### src/rtl/mfcc_pkg.sv
// Shared definitions for the MFCC back end: default widths, delta-stage state
// encoding and mod-3 slot arithmetic for the three-frame ring.
package mfcc_pkg;

  localparam int MFCC_DATA_WIDTH = 16;
  localparam int MFCC_NUM_CEPS   = 8;

  typedef enum logic [1:0] {
    DELTA_EMPTY  = 2'd0,
    DELTA_PRIMED = 2'd1,
    DELTA_FLUSH  = 2'd2
  } delta_state_t;

  function automatic logic [1:0] mod3_dec(input logic [1:0] slot);
    return (slot == 2'd0) ? 2'd2 : slot - 2'd1;
  endfunction

  function automatic logic [1:0] mod3_inc(input logic [1:0] slot);
    return (slot == 2'd2) ? 2'd0 : slot + 2'd1;
  endfunction

endpackage

### src/rtl/delta_frame_ring.sv
// Three-slot frame ring: one write port at (wp, k), combinational reads of
// frame t at (wp-1, k) and frame t-1 at (wp-2, k).
module delta_frame_ring
  import mfcc_pkg::*;
#(
  parameter int NUM_CEPS   = MFCC_NUM_CEPS,
  parameter int DATA_WIDTH = MFCC_DATA_WIDTH,
  localparam int KW        = (NUM_CEPS > 1) ? $clog2(NUM_CEPS) : 1
) (
  input  logic                  clk,
  input  logic                  we,
  input  logic [1:0]            wp,
  input  logic [KW-1:0]         k,
  input  logic [DATA_WIDTH-1:0] wdata,
  output logic [DATA_WIDTH-1:0] rd_t,
  output logic [DATA_WIDTH-1:0] rd_tm1
);

  logic [DATA_WIDTH-1:0] ring [3][NUM_CEPS];
  logic [1:0]            slot_t;
  logic [1:0]            slot_tm1;

  // Contents are don't-care after reset, so the ring carries no reset.
  always_ff @(posedge clk) begin
    if (we) begin
      ring[wp][k] <= wdata;
    end
  end

  always_comb begin
    slot_t   = mod3_dec(wp);
    slot_tm1 = mod3_dec(slot_t);
    rd_t     = ring[slot_t][k];
    rd_tm1   = ring[slot_tm1][k];
  end

endmodule

### src/rtl/mfcc_delta.sv
// Temporal-derivative stage: pairs each static cepstral coefficient c[t][k]
// with its first-order delta (c[t+1][k] - c[t-1][k]) >>> 1.
module mfcc_delta
  import mfcc_pkg::*;
#(
  parameter int NUM_CEPS   = MFCC_NUM_CEPS,
  parameter int DATA_WIDTH = MFCC_DATA_WIDTH
) (
  input  logic                         clk,
  input  logic                         rst,
  input  logic signed [DATA_WIDTH-1:0] mfcc_in,
  input  logic                         valid_in,
  input  logic                         flush,
  output logic signed [DATA_WIDTH-1:0] static_out,
  output logic signed [DATA_WIDTH-1:0] delta_out,
  output logic                         valid_out,
  output logic                         last_out,
  output logic                         overrun
);

  localparam int KW = (NUM_CEPS > 1) ? $clog2(NUM_CEPS) : 1;
  localparam logic [KW-1:0] K_LAST = KW'(NUM_CEPS - 1);

  delta_state_t state;
  logic [KW-1:0] k;
  logic [1:0]    wp;
  logic          have_prev;

  logic                         ring_we;
  logic [DATA_WIDTH-1:0]        rd_t;
  logic [DATA_WIDTH-1:0]        rd_tm1;
  logic signed [DATA_WIDTH-1:0] prev_val;
  logic signed [DATA_WIDTH-1:0] next_val;
  logic signed [DATA_WIDTH:0]   diff;
  logic signed [DATA_WIDTH-1:0] delta_calc;
  logic                         k_wrap;
  logic [KW-1:0]                k_next;

  delta_frame_ring #(
    .NUM_CEPS  (NUM_CEPS),
    .DATA_WIDTH(DATA_WIDTH)
  ) u_ring (
    .clk   (clk),
    .we    (ring_we),
    .wp    (wp),
    .k     (k),
    .wdata (mfcc_in),
    .rd_t  (rd_t),
    .rd_tm1(rd_tm1)
  );

  // Edge replication: missing neighbours fall back to frame t itself. The
  // difference is one bit wider so the floor shift always fits DATA_WIDTH.
  always_comb begin
    ring_we    = valid_in && (state != DELTA_FLUSH);
    prev_val   = have_prev ? rd_tm1 : rd_t;
    next_val   = (state == DELTA_FLUSH) ? rd_t : mfcc_in;
    diff       = {next_val[DATA_WIDTH-1], next_val} - {prev_val[DATA_WIDTH-1], prev_val};
    delta_calc = diff[DATA_WIDTH:1];
    k_wrap     = (k == K_LAST);
    k_next     = k_wrap ? '0 : k + KW'(1);
  end

  always_ff @(posedge clk or posedge rst) begin
    if (rst) begin
      state      <= DELTA_EMPTY;
      k          <= '0;
      wp         <= 2'd0;
      have_prev  <= 1'b0;
      overrun    <= 1'b0;
      valid_out  <= 1'b0;
      last_out   <= 1'b0;
      static_out <= '0;
      delta_out  <= '0;
    end else begin
      valid_out <= 1'b0;
      last_out  <= 1'b0;
      case (state)
        DELTA_EMPTY: begin
          have_prev <= 1'b0;
          if (valid_in) begin
            k <= k_next;
            if (k_wrap) begin
              wp    <= mod3_inc(wp);
              state <= DELTA_PRIMED;
            end
          end
        end

        // A beat always wins over a coincident flush request.
        DELTA_PRIMED: begin
          if (valid_in) begin
            valid_out  <= 1'b1;
            last_out   <= k_wrap;
            static_out <= rd_t;
            delta_out  <= delta_calc;
            k          <= k_next;
            if (k_wrap) begin
              wp        <= mod3_inc(wp);
              have_prev <= 1'b1;
            end
          end else if (flush && (k == '0)) begin
            state <= DELTA_FLUSH;
          end
        end

        DELTA_FLUSH: begin
          valid_out  <= 1'b1;
          last_out   <= k_wrap;
          static_out <= rd_t;
          delta_out  <= delta_calc;
          k          <= k_next;
          if (valid_in) begin
            overrun <= 1'b1;
          end
          if (k_wrap) begin
            state     <= DELTA_EMPTY;
            have_prev <= 1'b0;
          end
        end

        default: state <= DELTA_EMPTY;
      endcase
    end
  end

endmodule
### config.mk
export PLATFORM = sky130hd
export DESIGN_NAME = mfcc_delta
export DESIGN_NICKNAME = d
export VERILOG_FILES = /design/src/rtl/mfcc_pkg.sv /design/src/rtl/delta_frame_ring.sv /design/src/rtl/mfcc_delta.sv
export SDC_FILE = /design/constraint.sdc
export NUM_CORES = 1
export LEC_CHECK = 0
export CORE_MARGIN = 3
export CORE_UTILIZATION = 60
export CTS_CLUSTER_SIZE = 40
export DETAILED_ROUTE_END_ITERATION = 8
export PLACE_DENSITY = 0.75
export SYNTH_ARGS = -nofsm -noshare
export SYNTH_HDL_FRONTEND = slang
export SYNTH_HIERARCHICAL = 1
export SYNTH_SLANG_ARGS = --single-unit
### constraint.sdc
create_clock -name clk -period 4.3 [get_ports clk]
set_input_delay 0.86 -clock clk [delete_from_list [all_inputs] [get_ports clk]]
set_output_delay 0.86 -clock clk [all_outputs]
set_load 0.02 [all_outputs]
==> flow_summary_export.csv <==
group,metric,value,unit
run_status,status,"finished clean",
floorplanning,die-area,38100,µm²
global_routing,overflow,0,
layout,fin_nets,1729,
floorplanning,core,34900,µm²
layout,drive_above_1_share,27.0,%
clock_network,clk_pin_slew,60,ps
clock_network,numCtsBuffers,44,
layout,area.growth.synth_to_final,18.0,%
worst_hold_path,whs_path_depth,1,
sta,fin_ws,62.5,ps
setup_path,cp-end-kind,"flip-flop",
setup_path,cp.arrival,4620,ps
logic_synthesis,synth-simple-area-share,6.38,%
sta,fmax,236,MHz
sta,holdWs,457,ps
pwr,power_frac_seq,25.3,%
logic_synthesis,seq_area_frac_synth,58.8,%
logic_synthesis,syn-num-nets,1571,
worst_hold_path,hold_end,"overrun",
floorplanning,fp.dieH,195,µm
setup_path,r2r_end,"delta_out[13]",
setup_path,r2r_cells,18,
clock_network,clock_path_buffers,3,
floorplanning,placementRows,68,
floorplanning,start_util,61.5,%
routing,ant_nets,0,
sta,setup_viol,0,
pwr,swShare,40.8,%
routing,viasPerCell,7.03,
routing,routed_wirelength,65.5,mm
logic_synthesis,synth-edff-count,384,
logic_synthesis,ys_async_sr_fraction,10.1,%
logic_synthesis,synthMuxAreaShare,21.6,%
worst_hold_path,hold_path_class,"reg2reg",
clock_network,clock-root-buffer,"clkbuf_16",
pwr,leakage,8.70,nW
global_routing,grt_pass1_vias,14900,
logic_synthesis,synth_xor_area_share,0.245,%
logic_synthesis,syn_avg_cell_area,14.1,µm²
global_routing,grt_pass1_wl,94.5,mm
layout,postLayoutCellArea,25300,µm²
routing,drt_iter0_markers,2185,
floorplanning,die_w,195,µm
setup_path,critical_path_class,"reg2reg",
floorplanning,ios,55,
pwr,comb_power_share,56.8,%
logic_synthesis,yosysWarningCount,6,
sta,post-route-period-util,98.5,%
logic_synthesis,ys_types,60,
pwr,max-vdd-ir-drop,0.612,mV
pwr,p_sw,8.57,mW
clock_network,cts_tree,"built",
clock_network,clock_sinks,427,
placement,io_buffers,54,
layout,antenna_cells,0,
global_routing,grtUsageTotal,33.3,%
setup_path,reg2reg_slack,60,ps
setup_path,worstPathRequired,4690,ps
logic_synthesis,yosys_register_bits,427,
setup_path,cp_max_fo,14,
setup_path,cp-start-kind,"flip-flop",
logic_synthesis,synth_adder_area_share,1.55,%
global_routing,grt_max_degree,68,
sta,min_period,4240,ps
setup_path,r2r_start,"wp[1]",
job,cap_violations,0,
pwr,powerDensity,830,nW/µm²
worst_hold_path,hold_start,"overrun",
sta,worst_pin_slew,1030,ps
global_routing,antenna_found_initial,0,
logic_synthesis,syn-cell-area,21500,µm²
logic_synthesis,synth_cells,1525,
placement,post-place-ws,-112,ps
pwr,pwr-share-clk,17.9,%
routing,vias,15300,
layout,fillerInstances,2235,
logic_synthesis,yosys_most_used_dff,"edfxtp_1",
logic_synthesis,synth-compound-area-share,8.48,%
placement,placed_area,23500,µm²
sta,relSlewSlack,29.9,%
clock_network,worstSkewPairLatency,550,ps
routing,drc,0,
placement,hpwl,41.9,mm
clock_network,h-tree-depth,2,
routing,dr.pass1.iters,6,
routing,wl_per_cell,30.2,µm
placement,gp_congestion,0.969,
sta,slew_viol_final,0,
sta,hold_violations,0,
layout,final_cell_mix,"384 x edfxtp_1, 150 x mux2i_1, 137 x buf_4, 114 x nand2_1, 98 x mux2_2",
logic_synthesis,synth_top_family_by_area,"multiplexers",
sta,worst_clock_skew,10.9,ps
pwr,cellInternalPower,12.4,mW
layout,final_common_cell,"edfxtp_1",
==> worst max path at each step <==
stage	end	slack, ps	from
after floorplan	delta_out[13]	350	wp[0]
after global placement	delta_out[9]	-40	wp[1]
after detailed placement	delta_out[13]	-110	wp[1]
after CTS	delta_out[13]	1	wp[0]
after global routing	delta_out[13]	-40	wp[1]
final	delta_out[13]	60	wp[1]
==> metal layers <==
metal | global-route usage [%] | vias up | part of all wire [%]
li1 | - | 6311 | -
met2 | 51.6 | 1169 | 45
met5 | 0 | - | 0
met3 | 6.69 | 240 | 12
met1 | 45.8 | 7531 | 36
met4 | 16.4 | 0 | 6.1
==> power by group through the flow <==
stage	clock network, mW	logic [mW]	registers (mW)
3_3_place_gp	0	10.6	5.37
2_1_floorplan	0	6.89	5.44
5_1_grt	3.95	12.5	5.36
4_1_cts	3.79	11.0	5.31
6_report	3.75	11.9	5.32
3_5_place_dp	0	10.8	5.39
==> cell families (layout without fill, tap and decap cells) <==
kind of cell | Yosys count | after routing
flops | 427 | 427
mux | 359 | 359
simple gates | 310 | 310
compound gates | 271 | 271
buf+inv | 126 | 314
fa+ha+maj | 26 | 26
xor+xnor | 6 | 6
==> critical path, cell delays in order, from the launching register on <==
cell	delay, ps
dfrtp_1	350
inv_1	90
ha_4	380
buf_12	180
mux2_1	340
mux4_2	500
o22ai_1	180
nor2_1	120
nor2b_4	130
nor4_2	70
fa_1	470
nand2b_4	170
a211oi_2	250
buf_4	150
o21ai_2	70
a21oi_1	160
buf_4	160
mux2i_1	220
o41ai_2	80
==> timing repair <==
item / CTS / global route
resized for setup: 2 / 46
hold buffers: 0 / 0
pin swaps: 1 / 11
cloned: 1 / 5
setup endpoints to repair: 5 / 9
setup buffers: 4 / 6
==> synthesized netlist by cell type (17+ instances only) <==
master    number  area, µm²
o211ai_1      24        180
dfrtp_1       43       1080
a21oi_1       43        215
nor3_1        17       85.1
o21ai_0       43        215
mux2_1        39        439
nor2_1       110        413
ha_1          25        313
mux2_2        99       1110
inv_1         18       67.6
edfxtp_1     384      11500
mux2i_1      151       1510
o22ai_1       45        282
buf_2         39        195
clkbuf_1      36        135
mux4_2        70       1580
nand2_1      114        428
a211oi_1      42        315
==> sequential cells by signal, indices dropped and copies added (netlist names) <==
| signal | count |
|---|---|
| k | 3 |
| wp | 2 |
| valid_out | 1 |
| last_out | 1 |
| static_out | 16 |
| delta_out | 16 |
| u_ring/ring | 384 |
| have_prev | 1 |
| overrun | 1 |
| state | 2 |
==> layout make-up <==
class	count	area (µm²)	share of cell area, %
Timing Repair Buffer	220	2200	8.69
Sequential cell	427	12600	49.8
Clock buffer	55	1190	4.72
Inverter	18	67.6	0.267
Clock inverter	21	204	0.806
Tap cell	455	569	2.25
Multi-Input combinational cell	972	8460	33.4
==> per-stage QoR <==
stage / total power, mW / setup TNS (ps) / util, % / cells
2_1_floorplan: 12.3 / 0 / - / 1525
3_3_place_gp: 16.0 / -54.6 / 67.2 / 2076
3_5_place_dp: 16.2 / -288 / 67.2 / 2076
4_1_cts: 20.1 / 0 / 71.5 / 2157
5_1_grt: 21.8 / -44.3 / 72.5 / 2168
6_report: 21.0 / 0 / 72.5 / 2168
(Power assumes the default switching activity.)
